<file path="config.mk">
export PLATFORM = sky130hd
export DESIGN_NAME = gpio_bus_arbiter_flat
export DESIGN_NICKNAME = d
export VERILOG_FILES = /design/src/rtl/gpio_bus_arbiter_if.sv /design/src/rtl/gpio_bus_arbiter.sv /design/src/flat_wrapper.sv
export SDC_FILE = /design/constraint.sdc
export NUM_CORES = 1
export LEC_CHECK = 0
export CAP_MARGIN = 20
export CORE_MARGIN = 2
export CORE_UTILIZATION = 48
export CTS_CLUSTER_SIZE = 28
export DETAILED_ROUTE_END_ITERATION = 7
export PLACE_DENSITY = 0.89
export SYNTH_ARGS = -nofsm -noshare
export SYNTH_HDL_FRONTEND = slang
export SYNTH_SLANG_ARGS = --single-unit
</file>
<file path="constraint.sdc">
create_clock -name CLOCK_50 -period 3.02 [get_ports CLOCK_50]
set_input_delay 0.302 -clock CLOCK_50 [delete_from_list [all_inputs] [get_ports CLOCK_50]]
set_output_delay 0.302 -clock CLOCK_50 [all_outputs]
set_load 0.005 [all_outputs]
</file>
<file path="src/rtl/gpio_bus_arbiter_if.sv">
// Bus bundle between the GPIO header arbiter and its users.
// Optional lock inputs are present only when GPIO_ARB_LOCK_EN is defined.
//
// Handshake: a requester raises reqN together with weN/wdataN and keeps req
// high until ackN. ackN is a single-cycle pulse, and the requester must drop
// reqN during that ack cycle. The arbiter latches we/wdata on the grant edge,
// so later changes to them are ignored. If req is dropped after the grant the
// transaction still runs to completion and still acks.
interface gpio_bus_arbiter_if #(
  parameter int WIDTH = 32
);
  logic             req0;
  logic             we0;
  logic [WIDTH-1:0] wdata0;
  logic             ack0;
  logic             req1;
  logic             we1;
  logic [WIDTH-1:0] wdata1;
  logic             ack1;
`ifdef GPIO_ARB_LOCK_EN
  logic             lock0;
  logic             lock1;
`endif
  logic [WIDTH-1:0] rdata;
  logic [WIDTH-1:0] gpio_in;
  logic [WIDTH-1:0] gpio_out;
  logic             gpio_oe;
  logic             busy;
  logic [2:0]       dbg_state;

`ifdef GPIO_ARB_LOCK_EN
  modport master (
    output req0, we0, wdata0, req1, we1, wdata1, lock0, lock1, gpio_in,
    input  ack0, ack1, rdata, gpio_out, gpio_oe, busy, dbg_state
  );
  modport slave (
    input  req0, we0, wdata0, req1, we1, wdata1, lock0, lock1, gpio_in,
    output ack0, ack1, rdata, gpio_out, gpio_oe, busy, dbg_state
  );
`else
  modport master (
    output req0, we0, wdata0, req1, we1, wdata1, gpio_in,
    input  ack0, ack1, rdata, gpio_out, gpio_oe, busy, dbg_state
  );
  modport slave (
    input  req0, we0, wdata0, req1, we1, wdata1, gpio_in,
    output ack0, ack1, rdata, gpio_out, gpio_oe, busy, dbg_state
  );
`endif
endinterface

</file>
<file path="src/rtl/gpio_bus_arbiter.sv">
// Two-requester round-robin arbiter for the shared bidirectional GPIO header.
// Inserts turnaround cycles on direction changes, holds write data for a fixed
// time, and samples reads through a 2-flop synchroniser.
// After a write the bus stays parked (driven) until a read forces a turnaround.
// Optional macro GPIO_ARB_LOCK_EN adds lock0/lock1, which let the current
// owner win the next tie.
module gpio_bus_arbiter #(
  parameter int WIDTH       = 32,
  parameter int TURN_CYCLES = 2,
  parameter int HOLD_CYCLES = 4
) (
  input logic               CLOCK_50,
  input logic               Resetn,
  gpio_bus_arbiter_if.slave bus
);

  typedef enum logic [2:0] {IDLE, TURN, DRIVE, SAMPLE, DONE} state_t;

  localparam int SAMPLE_CYCLES = 3;
  localparam int MAX_TH  = (TURN_CYCLES > HOLD_CYCLES) ? TURN_CYCLES : HOLD_CYCLES;
  localparam int CNT_MAX = (MAX_TH > SAMPLE_CYCLES) ? MAX_TH : SAMPLE_CYCLES;
  localparam int CW      = $clog2(CNT_MAX + 1);

  localparam logic [CW-1:0] TURN_LOAD   = CW'(TURN_CYCLES - 1);
  localparam logic [CW-1:0] HOLD_LOAD   = CW'(HOLD_CYCLES - 1);
  localparam logic [CW-1:0] SAMPLE_LOAD = CW'(SAMPLE_CYCLES - 1);

  state_t           state_q, state_d;
  logic [CW-1:0]    cnt_q, cnt_d;
  logic             gnt_q, gnt_d;
  logic             we_q, we_d;
  logic [WIDTH-1:0] wdata_q, wdata_d;
  logic             last_grant_q, last_grant_d;
  logic             oe_q, oe_d;
  logic [WIDTH-1:0] out_q, out_d;
  logic [WIDTH-1:0] rdata_q, rdata_d;
  logic [WIDTH-1:0] sync1_q, sync2_q;

  logic             pick;
  logic             pick_we;
  logic [WIDTH-1:0] pick_wdata;
  logic             lock_sel;

  // On a tie the requester that did not win last time gets the bus.
  assign pick       = (bus.req0 && bus.req1) ? ~last_grant_q : ~bus.req0;
  assign pick_we    = pick ? bus.we1 : bus.we0;
  assign pick_wdata = pick ? bus.wdata1 : bus.wdata0;

  // A lock is only looked at in DONE. If the locked requester then lets req
  // go low, the other requester simply wins in IDLE as the only one pending.
`ifdef GPIO_ARB_LOCK_EN
  assign lock_sel = gnt_q ? bus.lock1 : bus.lock0;
`else
  assign lock_sel = 1'b0;
`endif

  // Raw pins are asynchronous; the two-stage synchroniser runs every cycle.
  always_ff @(posedge CLOCK_50 or negedge Resetn) begin
    if (!Resetn) begin
      sync1_q <= '0;
      sync2_q <= '0;
    end else begin
      sync1_q <= bus.gpio_in;
      sync2_q <= sync1_q;
    end
  end

  // State and datapath registers. Async reset releases the bus immediately.
  always_ff @(posedge CLOCK_50 or negedge Resetn) begin
    if (!Resetn) begin
      state_q      <= IDLE;
      cnt_q        <= '0;
      gnt_q        <= 1'b0;
      we_q         <= 1'b0;
      wdata_q      <= '0;
      last_grant_q <= 1'b1;
      oe_q         <= 1'b0;
      out_q        <= '0;
      rdata_q      <= '0;
    end else begin
      state_q      <= state_d;
      cnt_q        <= cnt_d;
      gnt_q        <= gnt_d;
      we_q         <= we_d;
      wdata_q      <= wdata_d;
      last_grant_q <= last_grant_d;
      oe_q         <= oe_d;
      out_q        <= out_d;
      rdata_q      <= rdata_d;
    end
  end

  // Next-state logic. Each counter is reloaded on entry to its state and
  // counts down to zero.
  always_comb begin
    state_d      = state_q;
    cnt_d        = cnt_q;
    gnt_d        = gnt_q;
    we_d         = we_q;
    wdata_d      = wdata_q;
    last_grant_d = last_grant_q;
    oe_d         = oe_q;
    out_d        = out_q;
    rdata_d      = rdata_q;
    case (state_q)
      IDLE: begin
        if (bus.req0 || bus.req1) begin
          gnt_d   = pick;
          we_d    = pick_we;
          wdata_d = pick_wdata;
          if (pick_we && oe_q) begin
            // The bus is already driven, so no turnaround is needed.
            state_d = DRIVE;
            cnt_d   = HOLD_LOAD;
            out_d   = pick_wdata;
          end else if (!pick_we && !oe_q) begin
            state_d = SAMPLE;
            cnt_d   = SAMPLE_LOAD;
          end else begin
            state_d = TURN;
            cnt_d   = TURN_LOAD;
            oe_d    = 1'b0;
          end
        end
      end
      TURN: begin
        if (cnt_q == '0) begin
          if (we_q) begin
            state_d = DRIVE;
            cnt_d   = HOLD_LOAD;
            oe_d    = 1'b1;
            out_d   = wdata_q;
          end else begin
            state_d = SAMPLE;
            cnt_d   = SAMPLE_LOAD;
          end
        end else begin
          cnt_d = cnt_q - CW'(1);
        end
      end
      DRIVE: begin
        if (cnt_q == '0) state_d = DONE;
        else             cnt_d   = cnt_q - CW'(1);
      end
      SAMPLE: begin
        if (cnt_q == '0) begin
          rdata_d = sync2_q;
          state_d = DONE;
        end else begin
          cnt_d = cnt_q - CW'(1);
        end
      end
      DONE: begin
        last_grant_d = lock_sel ? ~gnt_q : gnt_q;
        state_d      = IDLE;
      end
      default: state_d = IDLE;
    endcase
  end

  assign bus.ack0      = (state_q == DONE) && !gnt_q;
  assign bus.ack1      = (state_q == DONE) &&  gnt_q;
  assign bus.busy      = (state_q != IDLE);
  assign bus.gpio_oe   = oe_q;
  assign bus.gpio_out  = out_q;
  assign bus.rdata     = rdata_q;
  assign bus.dbg_state = state_q;

endmodule
</file>
<file path="src/flat_wrapper.sv">
// flat-port wrapper written by rule: the top's interface ports become plain ports
module gpio_bus_arbiter_flat 
#(
  parameter int WIDTH       = 32,
  parameter int TURN_CYCLES = 2,
  parameter int HOLD_CYCLES = 4
)
  (CLOCK_50, Resetn, bus_req0, bus_we0, bus_wdata0, bus_req1, bus_we1, bus_wdata1, bus_gpio_in, bus_ack0, bus_ack1, bus_rdata, bus_gpio_out, bus_gpio_oe, bus_busy, bus_dbg_state);
  gpio_bus_arbiter_if #(.WIDTH(WIDTH)) bus_i ();
  input logic CLOCK_50;
  input logic Resetn;
  input wire logic [$bits(bus_i.req0)-1:0] bus_req0;
  input wire logic [$bits(bus_i.we0)-1:0] bus_we0;
  input wire logic [$bits(bus_i.wdata0)-1:0] bus_wdata0;
  input wire logic [$bits(bus_i.req1)-1:0] bus_req1;
  input wire logic [$bits(bus_i.we1)-1:0] bus_we1;
  input wire logic [$bits(bus_i.wdata1)-1:0] bus_wdata1;
  input wire logic [$bits(bus_i.gpio_in)-1:0] bus_gpio_in;
  output wire logic [$bits(bus_i.ack0)-1:0] bus_ack0;
  output wire logic [$bits(bus_i.ack1)-1:0] bus_ack1;
  output wire logic [$bits(bus_i.rdata)-1:0] bus_rdata;
  output wire logic [$bits(bus_i.gpio_out)-1:0] bus_gpio_out;
  output wire logic [$bits(bus_i.gpio_oe)-1:0] bus_gpio_oe;
  output wire logic [$bits(bus_i.busy)-1:0] bus_busy;
  output wire logic [$bits(bus_i.dbg_state)-1:0] bus_dbg_state;
  assign bus_i.req0 = bus_req0;
  assign bus_i.we0 = bus_we0;
  assign bus_i.wdata0 = bus_wdata0;
  assign bus_i.req1 = bus_req1;
  assign bus_i.we1 = bus_we1;
  assign bus_i.wdata1 = bus_wdata1;
  assign bus_i.gpio_in = bus_gpio_in;
  assign bus_ack0 = bus_i.ack0;
  assign bus_ack1 = bus_i.ack1;
  assign bus_rdata = bus_i.rdata;
  assign bus_gpio_out = bus_i.gpio_out;
  assign bus_gpio_oe = bus_i.gpio_oe;
  assign bus_busy = bus_i.busy;
  assign bus_dbg_state = bus_i.dbg_state;
  gpio_bus_arbiter #(.WIDTH(WIDTH), .TURN_CYCLES(TURN_CYCLES), .HOLD_CYCLES(HOLD_CYCLES)) u_core (.CLOCK_50(CLOCK_50), .Resetn(Resetn), .bus(bus_i));
endmodule
</file>
== Word level (Yosys, flattened, before mapping) ==
Index checks and enable logic that the tools add are counted.

* Register bits after elaboration: 170
* Bits of input ports: 102

* Add/sub/neg operators: 1
* Eq/ne operators: 12
* Multiplexer cells: 28
* Bitwise gates (word level): 2
* Reductions and logical operators: 21

{| class="wikitable"
|+ Operators with widths
! cell !! number
|-
| $mux 32 || 5
|-
| $pmux 32 s2 || 1
|-
| $mux 3 || 8
|-
| $pmux 3 s3 || 2
|-
| $ne 2x1->1 const B || 5
|-
| $mux 1 || 9
|-
| $eq 3x2->1 const B || 2
|-
| $logic_not 3->1 || 2
|-
| $ne 2x2->1 const B || 3
|-
| $reduce_and 3->1 || 2
|-
| $reduce_and 6->1 || 1
|-
| $reduce_bool 3->1 || 2
|-
| $logic_and 1x1->1 || 5
|-
| $reduce_and 5->1 || 1
|-
| $mux 2 || 2
|-
| $reduce_and 2->1 || 2
|-
| $eq 3x1->1 const B || 1
|-
| $eq 3x3->1 const B || 1
|-
| $logic_not 1->1 || 3
|-
| $sub 3x1->3 const B || 1
|-
| $not 1->1 || 2
|-
| $pmux 1 s2 || 1
|-
| $reduce_bool 2->1 || 1
|-
| $reduce_or 2->1 || 1
|-
| $logic_or 1x1->1 || 1
|}

== Logic depth before layout (Yosys ltp) ==
* Depth in word-level cells: 9
* Depth in mapped cells: 10
* Gate-level depth less buffers: 8

== Least setup slack after synthesis ==
Ideal clock, no wire load.

* Path kind: reg2reg
* Start: register u_core.last_grant_q
* End: register u_core.out_q[0] (netlist: u_core.bus.gpio_out[0])
* Setup time: 125 ps
* Data arrival time: 2060 ps
* Data required time: 2895 ps
* Path slack: 835 ps
* Stages on the path, launching flop included: 11
* Period minus slack after synthesis: 2185 ps
* Cell sequence: dfstp_2 > nand2b_1 > clkbuf_1 > nand2_1 > mux2i_1 > inv_1 > ha_1 > nand3b_1 > o21ai_4 > buf_6 > mux2_4

* Longest elaborated chain between the ends: 6

{| class="wikitable"
|+ Ends and longest elaborated chain
! what !! RTL line !! RTL
|-
| start, declared || gpio_bus_arbiter.sv:33 || <nowiki>logic last_grant_q, last_grant_d;</nowiki>
|-
| start signal, assigned || gpio_bus_arbiter.sv:86 || <nowiki>last_grant_q <= last_grant_d;</nowiki>
|-
| $not 1->1 || gpio_bus_arbiter.sv:45 || <nowiki>assign pick = (bus.req0 && bus.req1) ? ~last_grant_q : ~bus.req0;</nowiki>
|-
| $mux 1 || gpio_bus_arbiter.sv:45 ||
|-
| $mux 1 || gpio_bus_arbiter.sv:46 || <nowiki>assign pick_we = pick ? bus.we1 : bus.we0;</nowiki>
|-
| named net u_core.pick_we || gpio_bus_arbiter.sv:40 || <nowiki>logic pick_we;</nowiki>
|-
| $logic_and 1x1->1 || gpio_bus_arbiter.sv:111 || <nowiki>if (pick_we && oe_q) begin</nowiki>
|-
| $ne 2x1->1 (no line) || -- ||
|-
| $reduce_and 5->1 (no line) || -- ||
|-
| end signal, assigned || gpio_bus_arbiter.sv:88 || <nowiki>out_q <= out_d;</nowiki>
|-
| end, declared || gpio_bus_arbiter.sv:35 || <nowiki>logic [WIDTH-1:0] out_q, out_d;</nowiki>
|}

The timed path passes the listed nets, and every way through them passes these cells. The select of a mux whose other input is x is not followed.
A chain may end at the register's enable or synchronous reset.

== Final worst setup path ==
* Start: register u_core.last_grant_q
* End: register u_core.out_q[10] (netlist: u_core.bus.gpio_out[10])

The elaborated chain is that of the path after synthesis.

==> flow_summary_export.csv <==
group,metric,value,unit
run_status,status,"finished clean",
power,total_power,8754,uW
logic_synthesis,syn_area_per_cell,12.60,sq um
timing,drv_slew,0,
power,irDropWorstVdd,0.0004361,V
global_routing,met2_usage,35.36,%
critical_path,r2r_cells,9,
global_routing,antenna_found_initial,0,
critical_path,r2r_slack,0.53,ns
clocking,cts_tree,"yes",
critical_path,endpoint,"u_core.bus.gpio_out[10]$_DFFE_PN0P_",
timing,rsz0062_at_grt,"false",
clocking,cts_resized,0,
clocking,htreeDepth,4,
detailed_routing,drc,0,
timing,fin_crit_sh,82.46,%
critical_path,worstSetupEndpointType,"flop",
logic_synthesis,ys_seq_area_share,64.94,%
timing,skew,0.01223,ns
final_layout,nFillCells,901,
logic_synthesis,ys_warn_count,0,
final_layout,drive_above_1_share,16.02,%
global_routing,grt-ovfl-total,0,
logic_synthesis,syn_inst,520,
final_layout,diodes,0,
detailed_routing,vias,4870,
final_layout,syn2layout_area_growth,38.02,%
die,fp-row-count,42,
critical_path,r2r-end,"u_core.bus.gpio_out[10]$_DFFE_PN0P_",
global_routing,grt_max_degree,88,
final_layout,stdcell_area,9044,sq um
global_routing,grt_pass1_vias,4977,
final_layout,finalNetCount,792,
critical_path,crit_fanout,17,
clocking,clock_sink_count,170,
power,p_per_area,967.9,nW/um^2
clocking,clockRootBuffer,"clkbuf_16",
detailed_routing,postRouteAntennaNets,0,
global_routing,grt.total_usage,22.72,%
clocking,post_cts_buffers,0,
critical_path,crit_chain,"nand2b_1 > nand2_1 > mux2i_1 > inv_1 > ha_1 > nand3b_1 > o21ai_4 > buf_4 > mux2_2",
timing,clock.fmax,401.6,MHz
detailed_routing,drt-total-wl,16.03,mm
flow_run,cap_violations,0,
global_routing,top_usage_layer,"met2",
detailed_routing,via_per_inst,5.566,
detailed_routing,drtPass1Iterations,5,
worst_hold_path,min_from,"bus_gpio_in[8]",
place,place_area,8413,sq um
critical_path,startpoint,"u_core.last_grant_q$_DFFE_PN1N_",
critical_path,r2r_start,"u_core.last_grant_q$_DFFE_PN1N_",
place,gp_congestion,0.8959,
logic_synthesis,syn-cell-area,6553,sq um
critical_path,worstSetupPathType,"reg2reg",
clocking,cts_made_buffers,17,
die,die_height,120.8,um
timing,hold_slack,0.3133,ns
global_routing,use_met3,5.472,%
clocking,cts_buffer_depth,2,
timing,hold_viol,0,
timing,fin_setup_tns,0,ns
power,leakagePower,0.003708,uW
logic_synthesis,synth.distinct_cells,36,
worst_hold_path,hold_class,"in2reg",
critical_path,cp.arrival,2.80,ns
die,pin_count,173,
timing,relSlewSlack,41.64,%
timing,min_period,2.490,ns
die,dieArea,14600,sq um
critical_path,slowest_delay,0.54,ns
critical_path,cp_slowest_cell,"dfstp_2",
die,core,13300,sq um
global_routing,use_met1,30.43,%
die,initial_core_util,49.28,%
critical_path,start_kind,"flop",
place,dp.final_hpwl,10.77,mm
die,die_width,120.8,um
place,port_buffers,172,
logic_synthesis,ys_seq_elements,170,
clocking,clkLatencyLatePin,0.42,ns
clocking,clk_pin_slew,0.07,ns
logic_synthesis,syn_nets,626,
timing,tightest_slew,0.8745,ns
critical_path,required,3.33,ns
detailed_routing,drt-initial-drc-count,441,
global_routing,grt_first_pass_wirelength,25.42,mm
detailed_routing,routedWlPerCell,18.32,um
timing,final-setup-viol-count,0,
## how the worst min path moves through the flow
| stage | slack (ns) | depth (start not counted) | end |
|---|---|---|---|
| after floorplan | 0.006 | 0 | u_core.bus.dbg_state[0]$_DFFE_PN0P_ |
| after global placement | 0.33 | 0 | u_core.sync2_q[26]$_DFF_PN0_ |
| after detailed placement | 0.33 | 0 | u_core.sync2_q[12]$_DFF_PN0_ |
| after CTS | 0.29 | 1 | u_core.sync1_q[8]$_DFF_PN0_ |
| after global routing | 0.29 | 1 | u_core.sync1_q[8]$_DFF_PN0_ |
| final | 0.31 | 1 | u_core.sync1_q[8]$_DFF_PN0_ |
## final cells by class
class	count	area (sq um)	area share (%)
tap	176	220.2	2.435
sequential	170	4255	47.05
clock inverter	14	181.4	2.006
timing repair buffer	183	1846	20.41
multi-input combinational	307	2076	22.95
clock buffer	18	439.2	4.856
inverter	7	26.28	0.2905
## synthesized netlist by cell type, drive strengths merged
cell type | number | area (sq um)
nand2b | 2 | 12.51
or3b | 1 | 8.760
or3 | 1 | 6.260
dfstp | 1 | 26.28
a41oi | 1 | 8.760
o21bai | 1 | 7.510
ha | 4 | 50.05
a21oi | 2 | 10.01
nand4 | 1 | 6.260
a221oi | 1 | 8.760
a31oi | 64 | 400.4
a21o | 1 | 7.510
o311ai | 1 | 8.760
nor2b | 3 | 18.77
nor3 | 4 | 20.02
dfrtp | 169 | 4229
nand4bb | 1 | 11.26
o21ai | 39 | 206.5
nand3b | 1 | 7.510
o31a | 1 | 8.760
mux2 | 64 | 758.2
nand2 | 5 | 18.77
nor2 | 70 | 262.8
mux2i | 2 | 20.02
o32ai | 1 | 8.760
o22a | 1 | 8.760
clkbuf | 17 | 63.81
and3 | 2 | 12.51
nand3 | 32 | 160.2
buf | 19 | 141.4
a211oi | 1 | 7.510
inv | 7 | 26.28
## cells by family (layout without fill, tap and decap cells)
group                      after synthesis  count (layout)  share of synthesized area (%)
AOI/OAI and AO/OA                      114             114                          10.56
adders and majority gates                4               4                         0.7638
buffers and inverters                   43             222                          3.533
DFF                                    170             170                          64.94
muxes                                   66              66                          11.88
and+or+nand+nor                        123             123                          8.325
## flip-flops by register name, summed over array words and instances, names as in the netlist
signal                cells
u_core.wdata_q           32
u_core.bus.rdata         32
u_core.sync2_q           32
u_core.gnt_q              1
u_core.sync1_q           32
u_core.bus.gpio_oe        1
u_core.last_grant_q       1
u_core.bus.dbg_state      3
u_core.bus.gpio_out      32
u_core.cnt_q              3
u_core.we_q               1
## critical path: cells and delay by family (launching register included)
family                     cells  cell delay [ns]
muxes                          2             0.59
DFF                            1             0.54
AOI/OAI and AO/OA              1             0.17
and+or+nand+nor                3             0.48
buffers and inverters          2             0.41
adders and majority gates      1             0.18
## repair_timing
item | CTS | global route
endpoints found under the hold margin | 84 | 0
hold buffers | 1 | 0
endpoints found under the setup margin | 0 | 0
## where the power goes
group	switching [uW]	internal [uW]	total, uW
combinational	1260	1750	3020
sequential	470	3030	3500
clock	960	1280	2240
total	2690	6060	8750
## cells in the final DEF (no fill, tap or decap), types with 2 or more instances in the layout
cell type          n
clkdlybuf4s50_1  171
dfrtp_1          169
nor2_1            70
a31oi_1           64
mux2_2            54
o21ai_0           38
nand3_1           32
clkbuf_16         17
mux2_4            10
inv_1              7
buf_4              7
nand2_1            5
nor3_1             4
ha_1               4
inv_6              4
clkinvlp_4         3
buf_12             3
nand2b_1           2
mux2i_1            2
and3_1             2
a21oi_1            2
inv_8              2
bufinv_16          2
clkinv_8           2
## through the flow
step | worst slack (ns) | instances | utilization [%]
6_report | 0.5297 | 875 | 68.02
5_1_grt | 0.4367 | 875 | 68.02
4_1_cts | 0.5162 | 875 | 68.02
3_5_place_dp | 0.2777 | 842 | 63.28
3_3_place_gp | 0.2991 | 842 | 63.28
2_1_floorplan | 0.8347 | 520 | -
## metal layers
| layer | share of wire, % | vias up |
|---|---|---|
| met3 | 6.9 | 41 |
| met4 | 2.8 | 0 |
| li1 | - | 2187 |
| met2 | 47 | 253 |
| met1 | 43 | 2389 |
| met5 | 0 | - |
Power figures use the tool's default switching activity.
